`src/rtl/recovery_pkg.sv`:
```
// Shared DMR group mode encoding and reset-mode helper for the HMR lockstep controllers.
// Imported by the per-group FSM and the multi-group top.
package recovery_pkg;

   typedef enum logic [2:0] {
      NON_DMR,
      DMR_RUN,
      DMR_SETBACK,
      DMR_RESTORE,
      DMR_FAULT
   } dmr_grp_mode_e;

   localparam dmr_grp_mode_e DmrActiveMode = DMR_RUN;

   function automatic dmr_grp_mode_e default_dmr_mode(input logic in_dmr);
      return in_dmr ? DmrActiveMode : NON_DMR;
   endfunction

endpackage

```
`src/rtl/hmr_dmr_grp_fsm.sv`:
```
// One DMR core pair: mode FSM, shared setback/restore timer, saturating mismatch counter.
// Outputs are decoded from registered state (one-cycle reaction); no backpressure, inputs are levels/pulses.
module hmr_dmr_grp_fsm
   import recovery_pkg::*;
#(
   parameter logic        DMRFixed        = 1'b0,
   parameter logic        DefaultInDMR    = DMRFixed,
   parameter logic        RapidRecovery   = 1'b0,
   parameter int unsigned SetbackCycles   = 4,
   parameter int unsigned RecoveryTimeout = 256,
   parameter int unsigned CntWidth        = 8
) (
   input  logic                clk_i,
   input  logic                rst_i,
   input  logic                dmr_enable_i,
   input  logic                rapid_rec_en_i,
   input  logic                force_recovery_i,
   input  logic                fetch_en_i,
   input  logic                cores_synch_i,
   input  logic                dmr_error_i,
   input  logic                recovery_done_i,
   input  logic                fault_clr_i,
   input  logic                mismatch_clr_i,
   output logic                setback_o,
   output logic                recovery_req_o,
   output logic                grp_in_indep_o,
   output logic                fault_o,
   output logic [CntWidth-1:0] mismatch_cnt_o
);

   localparam int unsigned TmrMax = (SetbackCycles > RecoveryTimeout) ? SetbackCycles : RecoveryTimeout;
   localparam int unsigned TmrW   = $clog2(TmrMax) + 1;
   localparam logic [TmrW-1:0]     SetbackLast = TmrW'(SetbackCycles - 1);
   localparam logic [TmrW-1:0]     TimeoutLast = TmrW'(RecoveryTimeout - 1);
   localparam logic [CntWidth-1:0] CntMax      = '1;
   localparam dmr_grp_mode_e       ResetMode   = default_dmr_mode(DefaultInDMR);

   dmr_grp_mode_e       state_q, state_d;
   logic [TmrW-1:0]     tmr_q, tmr_d;
   logic [CntWidth-1:0] cnt_q, cnt_d;
   logic                cnt_inc;
   logic                enable_eff;

   assign enable_eff = dmr_enable_i | DMRFixed;

   // Timer is zero on every entry into SETBACK/RESTORE because it defaults to 0 elsewhere.
   always_comb begin
      state_d = state_q;
      tmr_d   = '0;
      cnt_inc = 1'b0;
      unique case (state_q)
         NON_DMR: begin
            if (enable_eff && (!fetch_en_i || cores_synch_i)) state_d = DMR_RUN;
         end
         DMR_RUN: begin
            if (dmr_error_i) begin
               cnt_inc = 1'b1;
               state_d = (RapidRecovery && rapid_rec_en_i) ? DMR_RESTORE : DMR_SETBACK;
            end else if (force_recovery_i && RapidRecovery) begin
               state_d = DMR_RESTORE;
            end else if (!enable_eff) begin
               state_d = NON_DMR;
            end
         end
         DMR_SETBACK: begin
            cnt_inc = dmr_error_i;
            if (tmr_q == SetbackLast) state_d = DMR_RUN;
            else                      tmr_d   = tmr_q + TmrW'(1);
         end
         DMR_RESTORE: begin
            cnt_inc = dmr_error_i;
            if (recovery_done_i)           state_d = DMR_RUN;
            else if (tmr_q == TimeoutLast) state_d = DMR_FAULT;
            else                           tmr_d   = tmr_q + TmrW'(1);
         end
         DMR_FAULT: begin
            if (fault_clr_i) state_d = DMRFixed ? DMR_RUN : NON_DMR;
         end
         default: state_d = ResetMode;
      endcase

      if (mismatch_clr_i)                  cnt_d = '0;
      else if (cnt_inc && cnt_q != CntMax) cnt_d = cnt_q + CntWidth'(1);
      else                                 cnt_d = cnt_q;
   end

   always_ff @(posedge clk_i) begin
      if (rst_i) begin
         state_q <= ResetMode;
         tmr_q   <= '0;
         cnt_q   <= '0;
      end else begin
         state_q <= state_d;
         tmr_q   <= tmr_d;
         cnt_q   <= cnt_d;
      end
   end

   assign setback_o      = (state_q == DMR_SETBACK);
   assign recovery_req_o = (state_q == DMR_RESTORE);
   assign grp_in_indep_o = (state_q == NON_DMR);
   assign fault_o        = (state_q == DMR_FAULT);
   assign mismatch_cnt_o = cnt_q;

endmodule

```
`src/rtl/hmr_dmr_multi_ctrl.sv`:
```
// DMR lockstep controller for NumGrps independent core pairs; one hmr_dmr_grp_fsm per group.
// Registered-state outputs, one-cycle reaction to config/checker inputs; no backpressure.
module hmr_dmr_multi_ctrl
   import recovery_pkg::*;
#(
   parameter int unsigned NumGrps         = 4,
   parameter logic        DMRFixed        = 1'b0,
   parameter logic        DefaultInDMR    = DMRFixed,
   parameter logic        RapidRecovery   = 1'b0,
   parameter int unsigned SetbackCycles   = 4,
   parameter int unsigned RecoveryTimeout = 256,
   parameter int unsigned CntWidth        = 8
) (
   input  logic                        clk_i,
   input  logic                        rst_i,
   input  logic [NumGrps-1:0]          dmr_enable_i,
   input  logic [NumGrps-1:0]          rapid_rec_en_i,
   input  logic [NumGrps-1:0]          force_recovery_i,
   input  logic [NumGrps-1:0]          fetch_en_i,
   input  logic [NumGrps-1:0]          cores_synch_i,
   input  logic [NumGrps-1:0]          dmr_error_i,
   input  logic [NumGrps-1:0]          recovery_done_i,
   input  logic [NumGrps-1:0]          fault_clr_i,
   input  logic [NumGrps-1:0]          mismatch_clr_i,
   output logic [NumGrps-1:0]          setback_o,
   output logic [NumGrps-1:0]          recovery_req_o,
   output logic [NumGrps-1:0]          grp_in_indep_o,
   output logic [NumGrps-1:0]          fault_o,
   output logic [NumGrps*CntWidth-1:0] mismatch_cnt_o
);

   for (genvar g = 0; g < NumGrps; g++) begin : gen_grp
      hmr_dmr_grp_fsm #(
         .DMRFixed        (DMRFixed),
         .DefaultInDMR    (DefaultInDMR),
         .RapidRecovery   (RapidRecovery),
         .SetbackCycles   (SetbackCycles),
         .RecoveryTimeout (RecoveryTimeout),
         .CntWidth        (CntWidth)
      ) i_grp_fsm (
         .clk_i            (clk_i),
         .rst_i            (rst_i),
         .dmr_enable_i     (dmr_enable_i[g]),
         .rapid_rec_en_i   (rapid_rec_en_i[g]),
         .force_recovery_i (force_recovery_i[g]),
         .fetch_en_i       (fetch_en_i[g]),
         .cores_synch_i    (cores_synch_i[g]),
         .dmr_error_i      (dmr_error_i[g]),
         .recovery_done_i  (recovery_done_i[g]),
         .fault_clr_i      (fault_clr_i[g]),
         .mismatch_clr_i   (mismatch_clr_i[g]),
         .setback_o        (setback_o[g]),
         .recovery_req_o   (recovery_req_o[g]),
         .grp_in_indep_o   (grp_in_indep_o[g]),
         .fault_o          (fault_o[g]),
         .mismatch_cnt_o   (mismatch_cnt_o[g*CntWidth +: CntWidth])
      );
   end

endmodule

```
`config.mk`:
```
export PLATFORM = sky130hd
export DESIGN_NAME = hmr_dmr_multi_ctrl
export DESIGN_NICKNAME = d
export VERILOG_FILES = /design/src/rtl/recovery_pkg.sv /design/src/rtl/hmr_dmr_grp_fsm.sv /design/src/rtl/hmr_dmr_multi_ctrl.sv
export SDC_FILE = /design/constraint.sdc
export NUM_CORES = 1
export LEC_CHECK = 0
export CAP_MARGIN = 20
export CELL_PAD_IN_SITES_DETAIL_PLACEMENT = 0
export CELL_PAD_IN_SITES_GLOBAL_PLACEMENT = 1
export CORE_MARGIN = 8
export CORE_UTILIZATION = 38
export DETAILED_ROUTE_END_ITERATION = 6
export GPL_TIMING_DRIVEN = 0
export PLACE_DENSITY = 0.81
export SYNTH_ARGS = -nofsm -noshare
export SYNTH_HDL_FRONTEND = slang
export SYNTH_SLANG_ARGS = --single-unit
export TNS_END_PERCENT = 20
```
`constraint.sdc`:
```
create_clock -name clk_i -period 2.9 [get_ports clk_i]
set_clock_uncertainty 0.15 [all_clocks]
set_input_delay 0.29 -clock clk_i [delete_from_list [all_inputs] [get_ports clk_i]]
set_output_delay 0.29 -clock clk_i [all_outputs]
set_load 0.1 [all_outputs]
```
==> impl_results.md, run 1 <==
* Pre-CTS setup slack at 0.128 ns
* Longest Clk Path Bufs at 2
* Worst path slowest cell: clkdlybuf4s50_1
* Syn_nets at 550
* HP Class: register to register
* RSZ-0062 raised after global routing: no
* Worst-Margin Slew at 1.02 ns
* CTS Hold Bufs at 0
* Max VDD drop at 436 µV
* NumNets Final at 638
* Top Ports at 86
* Dpl cell area at 5160 µm²
* Buf+Inv Stages, Crit Path at 2
* # Max-Cap Violations at 0
* Pwr dens at 570 nW/µm²
* Req. time, crit path at 2.46 ns
* Port Buffer Count at 77
* Critical Path Start Type: register
* Drc violations at 0
* Static leakage at 2.01 nW
* GP Congestion at 0.796
* Hold Slack at 0.314 ns
* Final hold viol count at 0
* Status: finished, final reports clean
* Post-cts resize count at 3
* P&R area growth vs syn at 26.7%
* CTS tree: built
* DR vias at 3,586
* Distinct cell type count after synthesis at 59
* Number of post-CTS setup repair buffers at 0
* H-tree levels at 3
* Min Tclk post-route at 2.77 ns
* Die H at 121 µm
* Largest net degree at the start of global routing at 13
* Async set-reset flop share out of synthesis at 0%
* Yosys synthesis warning count at 0
* TNS Setup at 0 ns
* Slew margin rel. at 31.6%
* Synth Flop Type: dfxtp_1
* Critical Path Max Stage Delay at 1.13 ns
* Non-filler instance count after layout at 727
* Setup ws final at 0.130 ns
* Tcrit/Tclk final at 95.5%
* DIE AREA at 14,700 µm²
* Worst-path cell chain: nand2b_1 -> nor2_1 -> buf_4 -> clkdlybuf4s50_1
* CP top delay family: buffers and inverters
* Initial core utilization at 38.9%
* Layout cell share with drive strength beyond 1 at 11.1%
* Die X-Extent at 121 µm
* Core Region at 10,800 µm²
* Dpl hpwl at 7400 µm
* Drt total wl at 9610 µm
* Syn Inst Count at 496
* Sink Count at 80
* Wire per inst at 13.2 µm
* Vias in the first global route at 3,496
* TritonCTS buffer count at 9
* Max Freq at 361 MHz
* Dpl cells at 713
* DRT antenna net count at 0
* Post-synth EDFFs at 0
* Clock Tree Root: clkbuf_8
* GRT Total Usage at 13.6%
* Initial antenna violation count at 0
* Critical path fanouts, max at 7
* FP Rows at 38
* Vias per cell at 4.93
* Final Max Tran Viols at 0
* Commonest non-fill, non-tap cell in the layout: nor2_1
* Diodes inserted at 0
* Area of the mapped netlist at 4210 µm²
* First-pass iteration count of the detailed router at 4
* Syn avg cell area at 8.49 µm²
* Yosys reg bits at 80
* Drt initial violations at 179
* Final Instance Area at 5340 µm²
* Total grt overflow at 0
* First-pass GRT wire length at 16,300 µm
* Most frequent cells in the layout: nor2_1 (81), dfxtp_1 (80), clkdlybuf4s50_1 (68), inv_1 (34), nand2_1 (28)
* Reg clk slew, reported paths at 0.08 ns
* Worst-Skew Late Latency at 0.36 ns
* CP Class: register to primary output
* Kind of end point of the critical path: primary output
* WP data arrival at 2.33 ns
* Setup violators final at 0
* Seq/Total Area, Yosys at 38.0%
## final timing paths
kind                                                      start                              end  slack, ns  depth (start not counted)
worst max-delay path            gen_grp[2].i_grp_fsm.state_q[1]                     setback_o[2]       0.13                          4
worst min-delay path              gen_grp[2].i_grp_fsm.tmr_q[0]    gen_grp[2].i_grp_fsm.tmr_q[0]       0.31                          1
worst max register to register    gen_grp[0].i_grp_fsm.tmr_q[0]  gen_grp[0].i_grp_fsm.state_q[2]       0.65                         10
worst min register to register    gen_grp[2].i_grp_fsm.tmr_q[0]    gen_grp[2].i_grp_fsm.tmr_q[0]       0.31                          1
## worst reg2reg max path: cells and delay by family (launching register included)
kind	cells	cell delay, ns
and+or+nand+nor	5	0.59
buffers and inverters	1	0.07
AOI/OAI and AO/OA	1	0.33
DFF	1	0.38
muxes	1	0.22
adders and majority gates	2	0.38
## state kept, by name (all words and copies together) (netlist names)
name,count
gen_grp.i_grp_fsm.state_q,12
gen_grp.i_grp_fsm.mismatch_cnt_o,32
gen_grp.i_grp_fsm.tmr_q,36
## per-stage QoR
| stage | power (mW) | util (%) |
|---|---|---|
| after global placement | 2.23 | 47.6 |
| after global routing | 3.21 | 49.2 |
| after floorplan | 2.01 | - |
| final | 3.04 | 49.2 |
| after detailed placement | 2.24 | 47.6 |
| after CTS | 3.09 | 49.3 |
## cells in the mapped netlist (5+ instances only)
| master | count | share of area (%) |
|---|---|---|
| nor3_1 | 19 | 2.3 |
| dfxtp_1 | 80 | 38 |
| or3_1 | 5 | 0.74 |
| xnor2_1 | 19 | 4.0 |
| nand2b_1 | 7 | 1.0 |
| o21ai_0 | 8 | 0.95 |
| nand3_1 | 20 | 2.4 |
| buf_4 | 17 | 3.0 |
| and2_1 | 7 | 1.0 |
| nand4_1 | 7 | 1.0 |
| inv_1 | 34 | 3.0 |
| or2_2 | 6 | 0.89 |
| nor2_1 | 81 | 7.2 |
| and4_1 | 6 | 1.2 |
| mux2i_1 | 6 | 1.4 |
| a211oi_1 | 9 | 1.6 |
| a22oi_1 | 6 | 1.1 |
| a21oi_1 | 11 | 1.3 |
| nor2b_1 | 7 | 1.0 |
| xor2_1 | 27 | 5.6 |
| nand2_1 | 28 | 2.5 |
| ha_1 | 16 | 4.8 |
## cells by family (layout without fill, tap and decap cells)
family                     Yosys count  count (layout)  share of synthesized area [%]
AOI/OAI and AO/OA                   58              58                           10.0
xor gates and xnor gates            46              46                           9.56
buffers and inverters               62             153                           7.48
DFF                                 80              80                           38.0
adders and majority gates           16              16                           4.75
and+or+nand+nor                    228             228                           28.7
muxes                                6               6                           1.43
## report_power, final
part / switching [mW] / internal [mW]
clock: 0.398 / 0.434
sequential: 0.0385 / 1.14
combinational: 0.691 / 0.335
## per-layer routing
layer	wire length [µm]	global-route usage, %	vias to the layer above
li1	-	-	1864
met1	4640	16.7	1646
met2	4240	20.9	65
met3	573	4.89	11
met4	148	6.17	0
met5	0	0	-
## layout make-up
| class | instances | area, µm² |
|---|---|---|
| Fill cell | 1059 | 5500 |
| Multi-Input combinational cell | 354 | 2300 |
| Sequential cell | 80 | 1600 |
| Timing Repair Buffer | 77 | 754 |
| Buffer | 28 | 188 |
| Tap cell | 140 | 175 |
| Clock buffer | 11 | 151 |
| Inverter | 34 | 128 |
| Clock inverter | 3 | 42.5 |
Power figures use the tool's default switching activity.
==> run 2: changes to the inputs <==
PLACE_DENSITY = default   (was 0.81)
PLACE_DENSITY_LB_ADDON = 0.1   (was default)
==> run 2 against run 1 <==
Via count shrank 0.20%. Utilization increased by 0.42 points. Worst setup slack worse by 0.029 ns. Critical endpoint is now fault_o[0].
==> impl_results.md, run 2 (synthesized netlist as in run 1, its figures left out) <==
* Layout cell share with drive strength beyond 1 at 10.7% (-0.38 points)
* First-pass GRT wire length at 16,600 µm (+1.5%)
* Top Ports at 86 (unchanged)
* Slew margin rel. at 33.2% (+1.6 points)
* Worst r2r src: gen_grp[0].i_grp_fsm.tmr_q[0]
* DRT antenna net count at 0 (unchanged)
* DIE AREA at 14,700 µm² (unchanged)
* Hold path startpoint: gen_grp[2].i_grp_fsm.tmr_q[0]
* Core Region at 10,800 µm² (unchanged)
* Worst-path cell chain: buf_4 -> nor2_1 -> and2_1 -> buf_4 -> clkdlybuf4s50_1
* GP Congestion at 0.770 (-3.3%)
* Wire per inst at 13.3 µm (+0.55%)
* Critical path fanouts, max at 10 (+3)
* Diodes inserted at 0 (unchanged)
* Req. time, crit path at 2.46 ns (about the same)
* WP data arrival at 2.36 ns (+0.03 ns)
* Drt total wl at 9680 µm (+0.82%)
* Hold Slack at 0.309 ns (-0.00505 ns)
* Drc violations at 0 (unchanged)
* Setup ws final at 0.101 ns (-0.0289 ns)
* Most frequent cells in the layout: nor2_1 (81), dfxtp_1 (80), clkdlybuf4s50_1 (71), inv_1 (34), nand2_1 (28)
* P&R area growth vs syn at 27.7%
* Sink Count at 80 (unchanged)
* NumNets Final at 638 (unchanged)
* Static leakage at 2.02 nW (+0.62%)
* FP Rows at 38 (unchanged)
* Critical Path Max Stage Delay at 1.11 ns (-0.02 ns)
* WHS Endpoint: gen_grp[2].i_grp_fsm.tmr_q[0]
* Max VDD drop at 383 µV (-12%)
* HP Class: register to register
* CP dominant cell by count: buf_4
* Die H at 121 µm (unchanged)
* Port Buffer Count at 77 (unchanged)
* Drt initial violations at 194 (+8.4%)
* Min Tclk post-route at 2.80 ns (+0.0289 ns)
* Commonest non-fill, non-tap cell in the layout: nor2_1
* Status: finished, final reports clean
* Buf+Inv Stages, Crit Path at 3 (+1)
* CP top delay family: buffers and inverters
* R2R Path End: gen_grp[0].i_grp_fsm.state_q[0]
* Max reg flops at 36 (unchanged)
* Initial core utilization at 38.9% (unchanged)
* Tcrit/Tclk final at 96.5% (+1.0 points)
* Pre-CTS setup slack at 0.165 ns (+0.0371 ns)
* Initial antenna violation count at 0 (unchanged)
* Largest net degree at the start of global routing at 13 (unchanged)
* DR vias at 3,579 (-0.20%)
* # Max-Cap Violations at 0 (unchanged)
* GRT Total Usage at 13.7% (+0.034 points)
* CTS Hold Bufs at 0 (unchanged)
* Pwr dens at 588 nW/µm² (+3.1%)
* Setup violators final at 0 (unchanged)
* Worst path slowest cell: clkdlybuf4s50_1
* H-tree levels at 3 (unchanged)
* Max Freq at 357 MHz (-1.0%)
* Vias in the first global route at 3,489 (-0.20%)
* CTS tree: built
* First-pass iteration count of the detailed router at 4 (unchanged)
* Critical Path Start Type: register
* Fill cell count at 1,047 (-1.1%)
* TNS Setup at 0 ns (unchanged)
* Longest Clk Path Bufs at 2 (unchanged)
* Worst-Skew Late Latency at 0.35 ns (about the same)
* Reg with most FFs: gen_grp.i_grp_fsm.tmr_q
* CP Class: register to primary output
* Die X-Extent at 121 µm (unchanged)
* Dpl hpwl at 7330 µm (-1.0%)
* Vias per cell at 4.91 (-0.47%)
* Total grt overflow at 0 (unchanged)
* TritonCTS buffer count at 9 (unchanged)
* Reg clk slew, reported paths at 0.07 ns (about the same)
* Worst-Margin Slew at 0.998 ns (-0.0245 ns)
* Final Max Tran Viols at 0 (unchanged)
* RSZ-0062 raised after global routing: no
* Final hold viol count at 0 (unchanged)
* Cells on worst reg2reg path at 10 (unchanged)
* Reg-to-reg slack, setup at 0.64 ns (about the same)
* Final Util at 49.6% (+0.42 points)
* Clock Tree Root: clkbuf_8
* Kind of end point of the critical path: primary output
* WHS Path Cells at 1 (unchanged)
run 2: cell types whose count changed in the layout (fill, tap and decap cells not counted), sizes merged:
cell / previous run / this run
clkbuf: 15 / 18
clkdlybuf4s50: 68 / 71
buf: 30 / 28
bufinv: 1 / 2
clkinv: 1 / 0
clkinvlp: 1 / 0
dlygate4sd2: 1 / 0
run 2: area by class of cell:
type                       instances  area, µm²  area share (%)
multi-input combinational        354       2300            42.7
sequential                        80       1600            29.8
timing repair buffer              77        761            14.1
buffer                            28        188            3.49
tap                              140        175            3.26
clock buffer                      14        173            3.21
inverter                          34        128            2.37
clock inverter                     2       60.1            1.12
run 2: layer usage:
metal  GRT usage (%)  routed length [µm]
met5               0                   0
met4            4.16                 108
met3            5.35                 728
met2            21.4                4280
met1            16.8                4570
run 2: worst max-delay path by stage:
stage,end,cells past startpoint,start
after floorplan,gen_grp[2].i_grp_fsm.mismatch_cnt_o[1],6,gen_grp[2].i_grp_fsm.mismatch_cnt_o[0]
after CTS,fault_o[2],5,gen_grp[2].i_grp_fsm.state_q[0]
final,fault_o[0],5,gen_grp[0].i_grp_fsm.state_q[0]
after detailed placement,grp_in_indep_o[0],4,gen_grp[0].i_grp_fsm.state_q[0]
after global routing,fault_o[0],5,gen_grp[0].i_grp_fsm.state_q[0]
after global placement,grp_in_indep_o[0],4,gen_grp[0].i_grp_fsm.state_q[0]
run 2: worst reg2reg max path: stages, from the launching register on:
cell and delay (ns):
dfxtp_1 0.37, ha_1 0.22, nand3_1 0.13, nor2_1 0.20, nand3_1 0.14, inv_1 0.08
ha_1 0.14, nor3_2 0.07, a2111oi_4 0.35, mux2i_1 0.23, nor2_1 0.05
run 2: repair_timing:
item,CTS,global route
setup buffers,0,0
resized for setup,2,5
setup endpoints to repair,2,5
pin swaps,0,0
run 2: power breakdown:
group | switching [mW] | leakage (nW) | internal (mW) | total [mW]
clock | 0.398 | 0.117 | 0.557 | 0.955
sequential | 0.0381 | 0.646 | 1.14 | 1.18
combinational | 0.687 | 1.26 | 0.339 | 1.03
total | 1.12 | 2.02 | 2.04 | 3.16
run 2: per-stage QoR:
step / power (mW) / cell area (µm²) / std cells
6_report: 3.16 / 5380 / 729
5_1_grt: 3.33 / 5380 / 729
4_1_cts: 3.21 / 5390 / 729
3_5_place_dp: 2.24 / 5160 / 713
3_3_place_gp: 2.24 / 5160 / 713
2_1_floorplan: 2.01 / 4210 / 496
==> run 3: changes to the inputs <==
CELL_PAD_IN_SITES_GLOBAL_PLACEMENT = 2   (was 1)
CORE_UTILIZATION = 30   (was 38)
==> run 3 against run 2 <==
Via count is 0.22% higher. Global-route usage down 1.9 points. Clock power rose by 35%. Critical path type unchanged. Sequential cell count is the same. Die area up 23%. Critical path depth is the same. Wire length rose by 7.1%. Total power up 11%. Combinational power is essentially flat.
==> impl_results.md, run 3 (synthesized netlist as in run 1, its figures left out) <==
* Status: finished, final reports clean
* GRT Total Usage at 11.8% (-1.9 points)
* H-tree levels at 3 (unchanged)
* Die X-Extent at 135 µm (+11%)
* Tcrit/Tclk final at 96.4% (about the same)
* Final Instance Area at 5540 µm² (+3.0%)
* Commonest non-fill, non-tap cell in the layout: nor2_1
* Critical Path Start Type: register
* P&R area growth vs syn at 31.6%
* Dpl hpwl at 7840 µm (+7.1%)
* Longest Clk Path Bufs at 2 (unchanged)
* GP Congestion at 0.725 (-5.8%)
* Max VDD drop at 449 µV (+17%)
* Worst-Margin Slew at 0.990 ns (-0.00833 ns)
* Dpl cell area at 5210 µm² (+0.97%)
* Static leakage at 2.06 nW (+2.0%)
* Sink Count at 80 (unchanged)
* TritonCTS buffer count at 9 (unchanged)
* CP top delay family: buffers and inverters
* Hold Slack at 0.308 ns (-0.000343 ns)
* Pwr dens at 633 nW/µm² (+7.6%)
* Vias per cell at 4.66 (-5.0%)
* NumNets Final at 638 (unchanged)
* Req. time, crit path at 2.46 ns (about the same)
* Final Util at 40.1% (-9.6 points)
* Reg clk slew, reported paths at 0.06 ns (about the same)
* Pre-CTS setup slack at 0.151 ns (-0.0140 ns)
* CTS Hold Bufs at 0 (unchanged)
* TNS Setup at 0 ns (unchanged)
* Drc violations at 0 (unchanged)
* Drt total wl at 10,400 µm (+7.1%)
* Setup ws final at 0.103 ns (+0.00277 ns)
* Port Buffer Count at 77 (unchanged)
* Slew margin rel. at 33.8% (+0.56 points)
* HP Class: register to register
* Max reg flops at 36 (unchanged)
* WP data arrival at 2.36 ns (about the same)
* FP Rows at 43 (+13%)
* Post-cts resize count at 2 (unchanged)
* Final Max Tran Viols at 0 (unchanged)
* First-pass iteration count of the detailed router at 4 (unchanged)
* First-pass GRT wire length at 17,300 µm (+4.3%)
* Initial antenna violation count at 0 (unchanged)
* Critical Path Max Stage Delay at 1.12 ns (about the same)
* Drt initial violations at 241 (+24%)
* Final hold viol count at 0 (unchanged)
* Clock Tree Root: clkbuf_16
* Max Freq at 358 MHz (about the same)
* Worst-Skew Late Latency at 0.34 ns (about the same)
* Reg with most FFs: gen_grp.i_grp_fsm.tmr_q
* Die H at 135 µm (+11%)
* Buf+Inv Stages, Crit Path at 3 (unchanged)
* Vias in the first global route at 3,412 (-2.2%)
* Wire per inst at 13.5 µm (+1.6%)
* Largest net degree at the start of global routing at 14 (+1)
* # Max-Cap Violations at 0 (unchanged)
* Core Region at 13,800 µm² (+28%)
* DRT antenna net count at 0 (unchanged)
* Diodes inserted at 0 (unchanged)
* Layout cell share with drive strength beyond 1 at 10.9% (+0.17 points)
* Top Ports at 86 (unchanged)
* Setup violators final at 0 (unchanged)
* Worst-path cell chain: buf_2 -> nor2_1 -> and2_1 -> buf_4 -> clkdlybuf4s50_1
* RSZ-0062 raised after global routing: no
* Total grt overflow at 0 (unchanged)
* CP Class: register to primary output
* Critical path fanouts, max at 9 (-1)
* DIE AREA at 18,100 µm² (+23%)
* CTS tree: built
* DR vias at 3,587 (+0.22%)
* Most frequent cells in the layout: nor2_1 (81), dfxtp_1 (80), clkdlybuf4s50_1 (72), inv_1 (34), nand2_1 (28)
* Min Tclk post-route at 2.80 ns (-0.00277 ns)
* Kind of end point of the critical path: primary output
* Number of post-CTS setup repair buffers at 0 (unchanged)
* Initial core utilization at 30.5% (-8.4 points)
* Worst path slowest cell: clkdlybuf4s50_1
[run 3: cell types whose count changed in the layout (fill, tap and decap cells not counted), sizes merged]
cell	before	now
buf	28	27
clkdlybuf4s50	71	72
clkinvlp	0	2
clkbuf	18	16
[run 3: worst paths after layout]
check	to	slack (ns)	cells past startpoint	from
worst max-delay path	fault_o[2]	0.10	5	gen_grp[2].i_grp_fsm.state_q[0]
worst min-delay path	gen_grp[3].i_grp_fsm.tmr_q[0]	0.31	1	gen_grp[3].i_grp_fsm.tmr_q[0]
worst max register to register	gen_grp[1].i_grp_fsm.tmr_q[3]	0.63	9	gen_grp[1].i_grp_fsm.tmr_q[0]
worst min register to register	gen_grp[3].i_grp_fsm.tmr_q[0]	0.31	1	gen_grp[3].i_grp_fsm.tmr_q[0]
[run 3: power by group]
group	switching [mW]	leakage (nW)	internal, mW	total [mW]
clock network	0.464	0.161	0.825	1.29
registers	0.0393	0.646	1.15	1.19
logic	0.695	1.25	0.338	1.03
[run 3: through the flow]
step	power [mW]	std cells
finish	3.51	769
global route	3.68	769
CTS	3.57	769
detailed placement	2.25	753
global placement	2.25	753
floorplan	2.01	496
[run 3: routing by layer]
layer	vias to the layer above	share of wire [%]	global-route usage, %
li1	1863	-	-
met1	1626	49	15.2
met4	0	1.2	3.56
met3	9	7.3	4.94
met5	-	0	0
met2	89	43	17.3
[run 3: worst register-to-register path, delay by kind of cell, from the launching register on]
kind / cells / cell delay, ns
compound gates: 1 / 0.51
fa+ha+maj: 2 / 0.40
buf+inv: 1 / 0.07
flops: 1 / 0.37
simple gates: 5 / 0.63
[run 3: area by class of cell]
cell class                      count  area [µm²]
Fill cell                        1420        8280
Tap cell                          180         225
Clock buffer                       12         267
Buffer                             28         188
Clock inverter                      4        75.1
Multi-Input combinational cell    354        2300
Sequential cell                    80        1600
Inverter                           34         128
Timing Repair Buffer               77         763
